File: config.mk
export PLATFORM = sky130hd
export DESIGN_NAME = sd_resp_rx_gen
export DESIGN_NICKNAME = d
export VERILOG_FILES = /design/src/rtl/sd_resp_rx_gen.sv
export SDC_FILE = /design/constraint.sdc
export NUM_CORES = 1
export LEC_CHECK = 0
export CAP_MARGIN = 20
export CORE_UTILIZATION = 35
export DETAILED_ROUTE_END_ITERATION = 8
export GPL_TIMING_DRIVEN = 0
export PLACE_DENSITY = 0.6
export SYNTH_ARGS = -nofsm -noshare
export SYNTH_HDL_FRONTEND = slang
export SYNTH_SLANG_ARGS = --single-unit
export TNS_END_PERCENT = 50
File: constraint.sdc
create_clock -name clk -period 10.35 [get_ports clk]
set_input_delay 3.105 -clock clk [delete_from_list [all_inputs] [get_ports clk]]
set_output_delay 3.105 -clock clk [all_outputs]
set_load 0.02 [all_outputs]
File: src/rtl/sd_resp_rx_gen.sv
// SD CMD-line response receiver: start-bit wait with NCR timeout,
// 48/136-bit capture, tx/CRC7/end-bit checks and a done pulse.
module sd_resp_rx_gen #(
  parameter int LONG_LEN       = 136,
  parameter int SHORT_LEN      = 48,
  parameter int TIMEOUT_CYCLES = 64,
  parameter int CNT_W          = 8
) (
  input  logic                clk,
  input  logic                reset,
  input  logic                bit_en,
  input  logic                start,
  input  logic                abort,
  input  logic                long_resp,
  input  logic                crc_check_en,
  input  logic                sd_cmd,
  output logic [LONG_LEN-1:0] response,
  output logic [5:0]          cmd_index,
  output logic                busy,
  output logic                done,
  output logic                timeout_err,
  output logic                tx_err,
  output logic                crc_err,
  output logic                end_err
);

  typedef enum logic [1:0] {
    IDLE,
    WAIT_START,
    RECEIVE
  } state_t;

  localparam logic [CNT_W-1:0] LEN_L    = CNT_W'(LONG_LEN);
  localparam logic [CNT_W-1:0] LEN_S    = CNT_W'(SHORT_LEN);
  localparam logic [CNT_W-1:0] TMO_LAST = CNT_W'(TIMEOUT_CYCLES - 1);
  localparam logic [CNT_W-1:0] ONE      = CNT_W'(1);
  localparam logic [CNT_W-1:0] TX_POS   = CNT_W'(2);
  localparam logic [CNT_W-1:0] CRC_LO   = CNT_W'(9);
  localparam logic [CNT_W-1:0] CRC_TAIL = CNT_W'(8);

  state_t              state, state_nx;
  logic [CNT_W-1:0]    len, pos, tcnt, k;
  logic                is_long, crc_en;
  logic [6:0]          crc, crc_nx;
  logic                fb, last, crc_in;
  logic                accept, got_start, idle_hi, tmo, sample;
  logic [LONG_LEN-1:0] shifted;

  // k is the 1-based frame position of the bit being sampled now
  assign k       = pos + ONE;
  assign last    = (k == len);
  assign crc_in  = (k <= len - CRC_TAIL) && (!is_long || k >= CRC_LO);
  assign shifted = {response[LONG_LEN-2:0], sd_cmd};
  assign fb      = crc[6] ^ sd_cmd;
  assign crc_nx  = {crc[5:0], 1'b0} ^ (fb ? 7'h09 : 7'h00);
  assign busy    = (state != IDLE);

  always_ff @(posedge clk or posedge reset) begin
    if (reset) state <= IDLE;
    else       state <= state_nx;
  end

  always_comb begin
    state_nx  = state;
    accept    = 1'b0;
    got_start = 1'b0;
    idle_hi   = 1'b0;
    tmo       = 1'b0;
    sample    = 1'b0;
    if (abort) begin
      state_nx = IDLE;
    end else begin
      unique case (state)
        IDLE: begin
          if (start && !done) begin
            accept   = 1'b1;
            state_nx = WAIT_START;
          end
        end
        WAIT_START: begin
          if (bit_en) begin
            if (!sd_cmd) begin
              got_start = 1'b1;
              state_nx  = RECEIVE;
            end else begin
              idle_hi = 1'b1;
              if (tcnt == TMO_LAST) begin
                tmo      = 1'b1;
                state_nx = IDLE;
              end
            end
          end
        end
        RECEIVE: begin
          if (bit_en) begin
            sample = 1'b1;
            if (last) state_nx = IDLE;
          end
        end
        default: state_nx = IDLE;
      endcase
    end
  end

  always_ff @(posedge clk or posedge reset) begin
    if (reset) begin
      response    <= '0;
      cmd_index   <= '0;
      done        <= 1'b0;
      timeout_err <= 1'b0;
      tx_err      <= 1'b0;
      crc_err     <= 1'b0;
      end_err     <= 1'b0;
      len         <= '0;
      pos         <= '0;
      tcnt        <= '0;
      crc         <= '0;
      is_long     <= 1'b0;
      crc_en      <= 1'b0;
    end else begin
      done <= tmo | (sample & last);
      if (accept) begin
        response    <= '0;
        timeout_err <= 1'b0;
        tx_err      <= 1'b0;
        crc_err     <= 1'b0;
        end_err     <= 1'b0;
        tcnt        <= '0;
        crc         <= '0;
        pos         <= '0;
        is_long     <= long_resp;
        crc_en      <= crc_check_en;
        len         <= long_resp ? LEN_L : LEN_S;
      end
      // start bit is 0 into a zero CRC, so the CRC needs no update here
      if (got_start) begin
        response <= shifted;
        pos      <= ONE;
      end
      if (idle_hi) tcnt <= tcnt + ONE;
      if (tmo)     timeout_err <= 1'b1;
      if (sample) begin
        response <= shifted;
        pos      <= k;
        if (crc_in) crc <= crc_nx;
        if (k == TX_POS && sd_cmd) tx_err <= 1'b1;
        if (last) begin
          if (!sd_cmd) end_err <= 1'b1;
          crc_err   <= crc_en && (crc != response[6:0]);
          cmd_index <= is_long ? 6'h3F
                               : shifted[SHORT_LEN-3 -: 6];
        end
      end
    end
  end

endmodule

==> impl_metrics.env <==
export IMPL_drt_initial_drc_count=363
export IMPL_r2r_end="crc[4]"
export IMPL_setup_viol=0
export IMPL_crit_path_start_kind="input port"
export IMPL_required_ns=10.69
export IMPL_io_buffers=155
export IMPL_hold_viol_final=0
export IMPL_place_inst=1266
export IMPL_wl_per_cell_um=15.6
export IMPL_combPwrFrac_pct=5.8
export IMPL_die_w_um=150
export IMPL_syn_to_final_growth_pct=33.2
export IMPL_grt_pass1_vias=6149
export IMPL_cts_setup_buffers=0
export IMPL_rsz0062_at_grt="false"
export IMPL_clock_path_buffers=2
export IMPL_drv_slew=0
export IMPL_synthCells=835
export IMPL_postSynth_topFlopCell="dfrtp_1"
export IMPL_clock_latency_ns=0.43
export IMPL_grt_use_total_pct=18.6
export IMPL_worst_hold_path_type="reg2reg"
export IMPL_num_rows=53
export IMPL_synth_top_cell_by_area="dfrtp_1"
export IMPL_syn_cell_area_um2=7630
export IMPL_end_kind="flip-flop"
export IMPL_vias=6340
export IMPL_final_common_cell="nand2_1"
export IMPL_die_area_um2=22400
export IMPL_fp_dieH_um=150
export IMPL_final_cell_mix="301 x nand2_1, 175 x dfrtp_1, 155 x clkdlybuf4s50_1"
export IMPL_drt_wl_total_mm=20.3
export IMPL_power_per_cell_area_nw_per_um2=143
export IMPL_path_class="in2reg"
export IMPL_stdcell_count=1297
export IMPL_root_buffer="clkbuf_16"
export IMPL_start_util_pct=36.0
export IMPL_synth_top_cell_area_share_pct=57.4
export IMPL_drv_cap=0
export IMPL_diodes=0
export IMPL_switchingPower_w=0.000352
export IMPL_holdPathEnd="tcnt[7]"
export IMPL_core_area_um2=21200
export IMPL_synth_area_per_cell_um2=9.14
export IMPL_hold_depth=1
export IMPL_synthTopCellsByArea="dfrtp_1 57%, nand2_1 15%, o21ai_0 9.7%"
export IMPL_r2r_start="pos[0]"
export IMPL_grt_first_pass_wirelength_mm=32.6
export IMPL_dpl_hpwl_mm=13.9
export IMPL_hold_buffers=0
export IMPL_fin_area_um2=10200
export IMPL_cp_max_fo=10
export IMPL_viasPerCell=4.89
export IMPL_p_seq_share_pct=47.9
export IMPL_p_leak_nw=4.21
export IMPL_grt_overflow_total=0
export IMPL_status="complete, no violations"
export IMPL_synth_seq_cells=175
export IMPL_synthesis_nets=855
export IMPL_slew_headroom_pct=46.2
export IMPL_detail_route_antenna_nets=0
export IMPL_hold_ws_ns=0.493
export IMPL_htreeDepth=4
export IMPL_num_io_pins=156
export IMPL_gp_congestion=0.819
export IMPL_synth_edf_count=0
export IMPL_synth_warnings=0
export IMPL_fin_crit_sh_pct=54.5
export IMPL_ctsResizeCount=0
export IMPL_swShare_pct=24.2
export IMPL_first_pass_iters=5
export IMPL_ff2ff_path_depth=11
export IMPL_cts_clk_slew_worst_paths_ns=0.07
export IMPL_clkSinkCount=175
export IMPL_max_freq_ghz=0.177
export IMPL_internal_power_w=0.00110
export IMPL_yosys_cell_types_count=51
export IMPL_ir_drop_mv=0.101
export IMPL_cp_data_arrival_time_ns=5.98
export IMPL_cts_buffers=17
export IMPL_worstMarginPinSlew_ns=0.807
export IMPL_grt_max_degree=118
export IMPL_async_flop_share_pct=100
export IMPL_post_route_drc_count=0
export IMPL_placed_cell_area_um2=9560
export IMPL_antenna_found_initial=0
export IMPL_period_needed_ns=5.64
export IMPL_hold_start="tcnt[7]"
export IMPL_final_util_pct=47.9
export IMPL_cts_tree="done"
export IMPL_clkPwrFrac_pct=46.3
export IMPL_p_total_w=0.00145
export IMPL_finClkSkew_ns=0.0107
export IMPL_reg2reg_slack_ns=7.43
export IMPL_ys_seq_area_share_pct=57.4
export IMPL_final_nets=1030
export IMPL_drive_above_1_share_pct=4.60
power by group through the flow:
stage | combinational [W] | clock [W] | sequential (W)
finish | 0.0000839 | 0.000673 | 0.000696
detailed placement | 0.0000854 | 0 | 0.000709
global placement | 0.0000832 | 0 | 0.000709
global route | 0.0000959 | 0.000715 | 0.000697
floorplan | 0.0000562 | 0 | 0.000707
CTS | 0.0000859 | 0.000691 | 0.000696
logic make-up after synthesis:
kind of cell	synth area share (%)
AND/OR/NAND/NOR	19.2
AO/OA/AOI/OAI	14.0
flip-flops	57.4
buffers and inverters	3.82
XOR/XNOR	2.26
adder cells (fa/ha/maj)	1.97
multiplexers	1.33
layout make-up:
type | instances | area (µm²)
fill | 2052 | 11100
sequential | 175 | 4380
timing repair buffer | 156 | 1580
multi-input combinational | 589 | 2960
clock inverter | 11 | 156
tap | 275 | 344
clock buffer | 20 | 447
buffer | 55 | 231
inverter | 16 | 67.6
cells in the mapped netlist (2+ instances only):
master    number
a21oi_1        9
a22o_1         5
a32o_1         2
and2_1         2
and2b_1        2
and3_1         3
and3_2         2
buf_1          3
buf_2          2
buf_4          2
buf_6          2
clkbuf_1      46
dfrtp_1      175
ha_1          12
inv_1         16
mux2i_1        9
nand2_1      301
nand2b_1       5
nand3_1        8
nand4_1        5
nor2_1        16
nor4_1         2
o21a_1         2
o21ai_0      148
o21ai_1        4
o22a_1         7
o22ai_1        2
o31ai_1        4
o41ai_1        2
xnor2_1       11
xnor2_2        2
xor2_1         5
how the worst max path moves through the flow:
stage | endpoint | cells after the start | slack [ns] | start
finish | response[31] | 8 | 4.71 | abort
global route | response[31] | 8 | 4.46 | sd_cmd
CTS | response[31] | 8 | 4.62 | abort
detailed placement | response[31] | 8 | 4.20 | abort
global placement | cmd_index[3] | 2 | -0.14 | reset
floorplan | cmd_index[0] | 1 | 2.50 | reset
critical path, cell delays in order:
cell	delay, ns
clkdlybuf4s50_1	0.47
and2b_1	0.32
o21a_1	0.23
clkbuf_1	0.60
clkbuf_1	0.60
clkbuf_1	0.45
nand2_1	0.11
o21ai_0	0.10
routing by layer:
layer  track usage (%)  vias up  wire length (µm)
met5                 0        -                 0
li1                  -     3107                 -
met2              29.3      122              9370
met1              24.8     3094              9450
met3              5.61       17              1220
met4              4.74        0               247
metrics by stage:
stage	setup TNS [ns]	setup slack [ns]
after CTS	0	4.62
final	0	4.71
after detailed placement	0	4.20
after global placement	-22.55	-0.142
after floorplan	0	2.50
after global routing	0	4.46
sequential cells by signal, indices dropped and copies added, names as in the netlist, 2 cells and up:
register	flops
cmd_index	6
crc	7
len	2
pos	8
response	136
state	2
tcnt	8
(Power assumes the default switching activity.)
